File: src/rtl/hold_ctrl_pkg.sv
// Shared pipeline-control definitions: hold encodings, reset polarity, word
// constants and watchdog counter geometry. Imported by hold_ctrl and
// hold_watchdog.
package hold_ctrl_pkg;

    // Cumulative hold bus: each higher level also freezes every earlier stage.
    typedef logic [2:0] HoldFlagBus;

    localparam HoldFlagBus HoldNone = 3'b000;
    localparam HoldFlagBus HoldPc   = 3'b001;
    localparam HoldFlagBus HoldIf   = 3'b011;
    localparam HoldFlagBus HoldId   = 3'b111;

    localparam logic        RstEnable = 1'b1;
    localparam logic [31:0] ZeroWord  = 32'h0000_0000;

    // Watchdog hold-cycle counter.
    localparam int unsigned CntW = 9;
    localparam logic [CntW-1:0] CntMax = '1;

endpackage

File: src/rtl/hold_watchdog.sv
// Stall watchdog: counts consecutive held cycles, saturates at the counter
// maximum, and raises a sticky flag once the count reaches TIMEOUT.
// Ports:
//   clk, rst       clock, synchronous active-high reset
//   hold_active    pipeline is held (hold_flag != HoldNone) this cycle
//   stall_timeout  sticky flag, cleared only by rst
module hold_watchdog
    import hold_ctrl_pkg::*;
#(
    parameter int unsigned TIMEOUT = 255
) (
    input  logic clk,
    input  logic rst,
    input  logic hold_active,
    output logic stall_timeout
);

    logic [CntW-1:0] cnt;
    logic [CntW-1:0] cnt_nxt;

    always_comb begin
        cnt_nxt = '0;
        if (hold_active) begin
            cnt_nxt = (cnt == CntMax) ? cnt : cnt + 1'b1;
        end
    end

    // The flag is set on the same edge the counter reaches TIMEOUT.
    always_ff @(posedge clk) begin
        if (rst == RstEnable) begin
            cnt           <= '0;
            stall_timeout <= 1'b0;
        end else begin
            cnt <= cnt_nxt;
            if (32'(cnt_nxt) >= TIMEOUT) begin
                stall_timeout <= 1'b1;
            end
        end
    end

endmodule

File: src/rtl/hold_ctrl.sv
// Pipeline hold / redirect controller. Merges EX branch redirects, EX
// multi-cycle busy, instruction-bus wait and external interrupts into one
// cumulative hold bus and one PC redirect, with a stall watchdog.
// Ports:
//   clk, rst                   clock, synchronous active-high reset
//   ex_jump_req, ex_jump_addr  EX taken branch/jump and its target
//   ex_pc                      PC of the instruction in EX (interrupt return)
//   ex_busy                    EX multi-cycle operation in progress
//   bus_hold                   instruction bus not granted
//   int_req, int_addr          interrupt request and handler vector
//   hold_flag                  cumulative hold (combinational)
//   jump_flag, jump_addr       PC redirect (combinational, addr 0 when idle)
//   int_ack                    interrupt taken this cycle (combinational)
//   int_epc                    registered return PC of last taken interrupt
//   stall_timeout              sticky watchdog flag
module hold_ctrl
    import hold_ctrl_pkg::*;
#(
    parameter int unsigned TIMEOUT = 255
) (
    input  logic        clk,
    input  logic        rst,
    input  logic        ex_jump_req,
    input  logic [31:0] ex_jump_addr,
    input  logic [31:0] ex_pc,
    input  logic        ex_busy,
    input  logic        bus_hold,
    input  logic        int_req,
    input  logic [31:0] int_addr,
    output HoldFlagBus  hold_flag,
    output logic        jump_flag,
    output logic [31:0] jump_addr,
    output logic        int_ack,
    output logic [31:0] int_epc,
    output logic        stall_timeout
);

    typedef enum logic [1:0] {
        RUN      = 2'd0,
        STALL    = 2'd1,
        INT_TAKE = 2'd2
    } state_t;

    state_t state, state_nxt;
    logic   pending;
    logic   int_take;

    always_comb begin
        state_nxt = state;
        hold_flag = HoldNone;
        jump_flag = 1'b0;
        jump_addr = ZeroWord;
        int_ack   = 1'b0;
        int_take  = 1'b0;
        if (rst != RstEnable) begin
            // Interrupts only enter on a fully free RUN cycle so the EX
            // instruction at ex_pc is a clean return point.
            int_take = (state == RUN) && (pending || int_req) &&
                       !ex_jump_req && !ex_busy && !bus_hold;

            if (ex_jump_req || ex_busy || int_take) hold_flag = HoldId;
            else if (bus_hold)                      hold_flag = HoldPc;

            if (ex_jump_req) begin
                jump_flag = 1'b1;
                jump_addr = ex_jump_addr;
            end else if (int_take) begin
                jump_flag = 1'b1;
                jump_addr = int_addr;
            end
            int_ack = int_take;

            case (state)
                RUN: begin
                    if (ex_busy && !ex_jump_req) state_nxt = STALL;
                    else if (int_take)           state_nxt = INT_TAKE;
                end
                STALL:    if (!ex_busy) state_nxt = RUN;
                INT_TAKE: state_nxt = RUN;
                default:  state_nxt = RUN;
            endcase
        end
    end

    always_ff @(posedge clk) begin
        if (rst == RstEnable) begin
            state   <= RUN;
            pending <= 1'b0;
            int_epc <= ZeroWord;
        end else begin
            state <= state_nxt;
            // Requests seen during INT_TAKE are dropped, not queued.
            if (int_take)                        pending <= 1'b0;
            else if (int_req && state != INT_TAKE) pending <= 1'b1;
            if (int_take) int_epc <= ex_pc;
        end
    end

    hold_watchdog #(.TIMEOUT(TIMEOUT)) u_watchdog (
        .clk           (clk),
        .rst           (rst),
        .hold_active   (hold_flag != HoldNone),
        .stall_timeout (stall_timeout)
    );

endmodule

File: config.mk
export PLATFORM = sky130hd
export DESIGN_NAME = hold_ctrl
export DESIGN_NICKNAME = d
export VERILOG_FILES = /design/src/rtl/hold_ctrl_pkg.sv /design/src/rtl/hold_watchdog.sv /design/src/rtl/hold_ctrl.sv
export SDC_FILE = /design/constraint.sdc
export NUM_CORES = 1
export LEC_CHECK = 0
export CORE_MARGIN = 1.5
export CORE_UTILIZATION = 30
export CTS_CLUSTER_DIAMETER = 40
export DETAILED_ROUTE_END_ITERATION = 10
export PLACE_DENSITY = 0.8
export SLEW_MARGIN = 20
export SYNTH_ARGS = -nofsm -noshare
export SYNTH_HDL_FRONTEND = slang
export SYNTH_SLANG_ARGS = --single-unit
File: constraint.sdc
create_clock -name clk -period 1.5 [get_ports clk]
set_input_delay 0.3 -clock clk [delete_from_list [all_inputs] [get_ports clk]]
set_output_delay 0.3 -clock clk [all_outputs]
set_load 0.01 [all_outputs]
Word-level counts from Yosys, hierarchy flattened
Index checks and enable logic that the tools add are counted.
{"block": "word_totals", "reg_bits": 45, "input_bits": 102, "output_inout_bits": 70, "wordCells": 44}
{"block": "classes", "add_sub_neg": 1, "n_lt_le_gt_ge": 1, "eq_ne": 5, "n_mux": 16, "reduce_logical": 16}
{"operator": "2-to-1 mux 32 bit", "count": 3}
{"operator": "2-to-1 mux 9 bit", "count": 2}
{"operator": "adder 9 x 1 -> 9 bit, second input constant", "count": 1}
{"operator": "== test 9 bit, second input constant", "count": 1}
{"operator": ">= comparator 9 x 8 -> 1 bit, second input constant", "count": 1}
{"operator": "logical AND 1 bit", "count": 6}
{"operator": "2-to-1 mux 2 bit", "count": 3}
{"operator": "2-to-1 mux 3 bit", "count": 2}
{"operator": "2-to-1 mux 1 bit", "count": 5}
{"operator": "inequality test 2 bit, second input constant", "count": 2}
{"operator": "case mux 2 bit (2 select lines)", "count": 1}
{"operator": "logical NOT 1 bit", "count": 3}
{"operator": "logical OR 1 bit", "count": 3}
{"operator": "inequality test 3 x 1 -> 1 bit, second input constant", "count": 1}
{"operator": "nonzero test 3 bit", "count": 1}
{"operator": "== test 2 x 1 -> 1 bit, second input constant", "count": 1}
{"operator": "logical NOT 2 bit", "count": 1}
{"operator": "AND reduction 2 bit", "count": 1}
{"operator": "OR reduction 2 bit", "count": 1}

Longest topological paths before layout
{"block": "logic_depth", "ltp_word": 11, "mapped_depth": 7, "mapped_depth_nobuf": 6}

Cells and area by module
From an unflattened synthesis, not the netlist that was laid out.
{"block": "hier_totals", "hier_cells": 264, "hier_area_um2": 2580.0}
{"mod": "hold_ctrl", "n_inst": 1, "cells_per_inst": 206, "area_each_um2": 2069.5, "seq_area_each_um2": 700.7}
{"mod": "hold_watchdog", "n_inst": 1, "cells_per_inst": 58, "area_each_um2": 510.5, "seq_area_each_um2": 200.2}

Least setup slack after synthesis
No wires, ideal clock.
{"block": "synth_path", "path_kind": "register to output", "start": "reg state[1]", "end": "out jump_addr[22]", "arrival_time_ps": 1293, "required_ps": 1200, "slack_ps": -93, "stages_incl_launch_ff": 8, "n_path_buf": 2, "path_cell_list": "dfxtp_1 -> nor2_1 -> o21ai_2 -> nand2b_1 -> buf_6 -> nor2_8 -> buf_6 -> a22o_1"}
{"block": "synth_between", "elab_chain_cells": 8}
{"item": "start, declared", "line": "hold_ctrl.sv:44", "source": "state_t state, state_nxt;"}
{"item": "start signal, assigned", "line": "hold_ctrl.sv:91", "source": "state <= state_nxt;"}
{"item": "logical NOT 2 bit", "line": "hold_ctrl.sv:58", "source": "int_take = (state == RUN) && (pending || int_req) &&"}
{"item": "logical AND 1 bit (2 in series)", "line": "hold_ctrl.sv:58"}
{"item": "logical AND 1 bit (2 in series)", "line": "hold_ctrl.sv:59", "source": "!ex_jump_req && !ex_busy && !bus_hold;"}
{"item": "2-to-1 mux 32 bit", "line": "hold_ctrl.sv:67", "source": "end else if (int_take) begin"}
{"item": "2-to-1 mux 32 bit", "line": "hold_ctrl.sv:64", "source": "if (ex_jump_req) begin"}
{"item": "2-to-1 mux 32 bit", "line": "hold_ctrl.sv:55", "source": "if (rst != RstEnable) begin"}
{"item": "end, declared", "line": "hold_ctrl.sv:32", "source": "output logic [31:0] jump_addr,"}
Every way passes these cells.

Final worst setup path
{"block": "layout_path", "start": "reg state[0]", "end": "out jump_addr[24]"}
The elaborated chain is that of the path after synthesis.

==> metrics.json <==
{
  "outcome": "complete, but fails checks",
  "violations_in_the_final_reports": "setup timing",
  "insertion_delay_ns": 0.29,
  "grt_usage": 0.202,
  "placement_rows": 30,
  "synthesis.area_per_instance_um2": 8.33,
  "num_io_pins": 172,
  "worstRegToRegCells": 11,
  "critical_path.max_fanout": 12,
  "synth.net_count": 360,
  "synth_cell_types": 38,
  "power.ir.vdd_worst_mv": 0.389,
  "clk_path_buf_depth": 2,
  "min_period_over_period": 1.27,
  "via_count": 2596,
  "initial_standard_cell_utilization_of_the_core": 0.313,
  "r2r_start": "state[0]",
  "cp.required_ns": 1.20,
  "worstMarginPinSlew_ns": 0.346,
  "pins_over_their_slew_limit": 0,
  "fp.dieH_um": 87.5,
  "min_delay_worst_endpoint": "int_epc[3]",
  "grt_first_pass_wirelength_um": 12100,
  "finalSetupViolCount": 64,
  "tritoncts_sinks": 45,
  "timing.critical_path.from_type": "flip-flop",
  "syn_area_um2": 2140,
  "drtPass1Iterations": 4,
  "clockRootBuffer": "clkbuf_8",
  "dp_hpwl_um": 5960,
  "syn-instance-count": 257,
  "design.core.area_um2": 6830,
  "category_of_the_worst_setup_path_capture_point": "primary output",
  "hold_violations": 0,
  "synthToLayoutAreaGrowth_pct": 103,
  "antenna_left": 0,
  "cts_htree_levels": 2,
  "drc": 0,
  "synth.top_cells.by_area": "dfxtp_1 (42%), a22o_1 (13%), nand2_1 (12%), a21oi_1 (8.4%), buf_6 (2.6%)",
  "yosys_register_bits": 45,
  "antenna_found_initial": 0,
  "clk_transition_reported_paths_ns": 0.08,
  "routed_wire_length_per_instance_um": 15.4,
  "setup_tns_ns": -14.15,
  "antenna_cells_inserted": 0,
  "cap_violations": 0,
  "num-nets-final": 555,
  "grt_start_max_net_pins": 34,
  "total_placed_cells_including_tap_cells": 529,
  "initialDrtViolationCount": 87,
  "grt_pass1_vias": 2469,
  "route.detailed.vias_per_inst": 4.73,
  "timing.final.ws_setup_ns": -0.406,
  "leakage_uw": 0.00227,
  "drt-total-wl_um": 8470,
  "tritoncts.num_buffers": 5,
  "fp.dieW_um": 87.5,
  "portBuffers": 171,
  "worstReg2RegEnd": "int_epc[15]",
  "setup_repair_after_global_routing_missed_its_margin": "true",
  "period_minus_slack_ns": 1.91,
  "cp.arrival_ns": 1.61,
  "post_route_cells_drive_above_1_share": 0.234,
  "fin_worst_skew_ns": 0.0116,
  "setup.reg_to_reg.worst_slack_ns": -0.10,
  "layoutNonFillerInstCount": 549,
  "slew-limit-headroom": 0.769,
  "critPathKind": "flip-flop to primary output",
  "p_per_area_nw_per_um2": 660,
  "total_gr_overflow": 0,
  "area_share_of_the_largest_cell_type_after_synthesis": 0.421,
  "ys.warnings.count": 0,
  "timing.fmax_mhz": 525,
  "gp_congestion": 0.750,
  "synth_seq_area_share": 0.421,
  "nFillCells": 589,
  "hold_depth": 2,
  "hp-start": "int_epc[3]",
  "timing.hold.worst.class": "flip-flop to flip-flop",
  "hold_buffers": 0,
  "synth_area_leader_cell": "dfxtp_1",
  "cts_tree": "built",
  "floorplan.die_area_um2": 7650
}
[registers in the layout, summed over array words and instances (netlist names)]
name                      flops
int_epc                      32
u_watchdog.cnt                9
state                         2
pending                       1
u_watchdog.stall_timeout      1
[worst max-delay path by stage]
| stage | from | to | slack (ns) | depth (start not counted) |
|---|---|---|---|---|
| final | state[0] | jump_addr[24] | -0.41 | 7 |
| after global routing | state[0] | jump_addr[24] | -0.50 | 7 |
| after CTS | state[0] | jump_addr[24] | -0.43 | 7 |
| after detailed placement | ex_busy | jump_addr[13] | -0.93 | 7 |
| after global placement | ex_jump_req | jump_addr[15] | -0.93 | 6 |
| after floorplan | state[0] | jump_addr[22] | -0.03 | 7 |
[layout make-up]
cell class | count | area, um2 | area share
timing repair buffer | 209 | 2040 | 0.468
clock buffer | 6 | 72.6 | 0.0167
multi-input combinational | 188 | 1160 | 0.267
sequential | 45 | 905 | 0.208
clock inverter | 2 | 38.8 | 0.00893
inverter | 3 | 11.3 | 0.00259
tap | 96 | 120 | 0.0276
[cell usage in the layout, fill, tap and decap left out, drive strengths merged]
cell,netlist,final
nor2,9,9
buf,14,75
o21ai,3,3
nand3,4,4
ha,1,1
clkdlybuf4s50,0,98
a311oi,1,1
xor2,1,1
o21a,2,2
a22o,32,32
bufinv,0,1
a21o,1,1
nand4,1,1
o211ai,1,1
xnor2,2,2
inv,3,3
dlygate4sd2,0,4
clkinv,0,1
a41oi,1,1
dfxtp,45,45
nor2b,4,4
a211oi,4,4
o2111ai,1,1
clkbuf,7,6
o22ai,1,1
nor4b,1,1
and4,2,2
dlymetal6s2s,0,30
nor3,4,4
clkdlybuf4s15,0,2
nand2b,2,2
nand2,68,68
a31oi,3,3
or2,1,1
a21oi,36,36
and3,2,2
[cell families (layout without fill, tap and decap cells)]
group | after synthesis | in the layout | synth area share
and+or+nand+nor | 98 | 98 | 0.207
AOI/OAI and AO/OA | 86 | 86 | 0.285
DFF | 45 | 45 | 0.421
buffers and inverters | 24 | 220 | 0.0695
xor gates and xnor gates | 3 | 3 | 0.0123
adders and majority gates | 1 | 1 | 0.00584
[routing by layer]
layer	share of wire	track usage	vias up
met4	0.0087	0.0433	0
met5	0	0	-
met1	0.41	0.256	1193
met3	0.060	0.0389	8
met2	0.52	0.353	94
li1	-	-	1301
[worst max-delay path: stages, from the launching register on]
cell and delay, ns:
dfxtp_2 0.34, nor2_4 0.12, o21ai_2 0.08, nand2b_4 0.17, nor2_8 0.17, buf_12 0.15, a22o_1 0.16, buf_2 0.14
[per-stage QoR]
stage	setup WS, ns	total power [uW]	utilization	hold WS (ns)	instance area, um2
after global placement	-0.927	1960	0.598	0.440	4090
final	-0.406	2870	0.636	0.452	4350
after CTS	-0.435	2900	0.625	0.457	4270
after global routing	-0.498	3000	0.636	0.469	4350
after detailed placement	-0.932	1960	0.598	0.446	4090
after floorplan	-0.0326	1480	-	0.371	2160
[cells in the mapped netlist]
cell / count
a31oi_1: 3
xnor2_1: 2
and4_1: 1
a311oi_1: 1
or2_2: 1
xor2_1: 1
nor2_8: 1
buf_2: 5
nand2_1: 68
nor2b_1: 4
o21ai_0: 2
buf_6: 5
nor2_1: 8
o21a_1: 2
a22o_1: 32
a211oi_1: 3
nand2b_1: 2
nand4_1: 1
and3_1: 1
dfxtp_1: 45
o211ai_1: 1
a21o_1: 1
ha_1: 1
o22ai_2: 1
clkbuf_1: 7
nor4b_1: 1
inv_1: 3
nor3_2: 1
a211oi_2: 1
buf_4: 4
nor3_1: 3
a41oi_2: 1
and3_2: 1
o2111ai_1: 1
and4_4: 1
nand3_1: 4
a21oi_1: 36
o21ai_2: 1
[power breakdown]
group,leakage (uW),internal (uW),total [uW],switching (uW)
Combinational,0.00185,449,710,261
Sequential,0.000366,1230,1250,18.3
Clock,0.0000554,501,914,413
Total,0.00227,2180,2870,693
[what timing repair did]
item / CTS / global route
pin swaps: 5 / 5
cloned: 3 / 0
gates resized for setup: 177 / 39
setup endpoints to repair: 71 / 101
buffers inserted: 9 / 3
(Power assumes the default switching activity.)
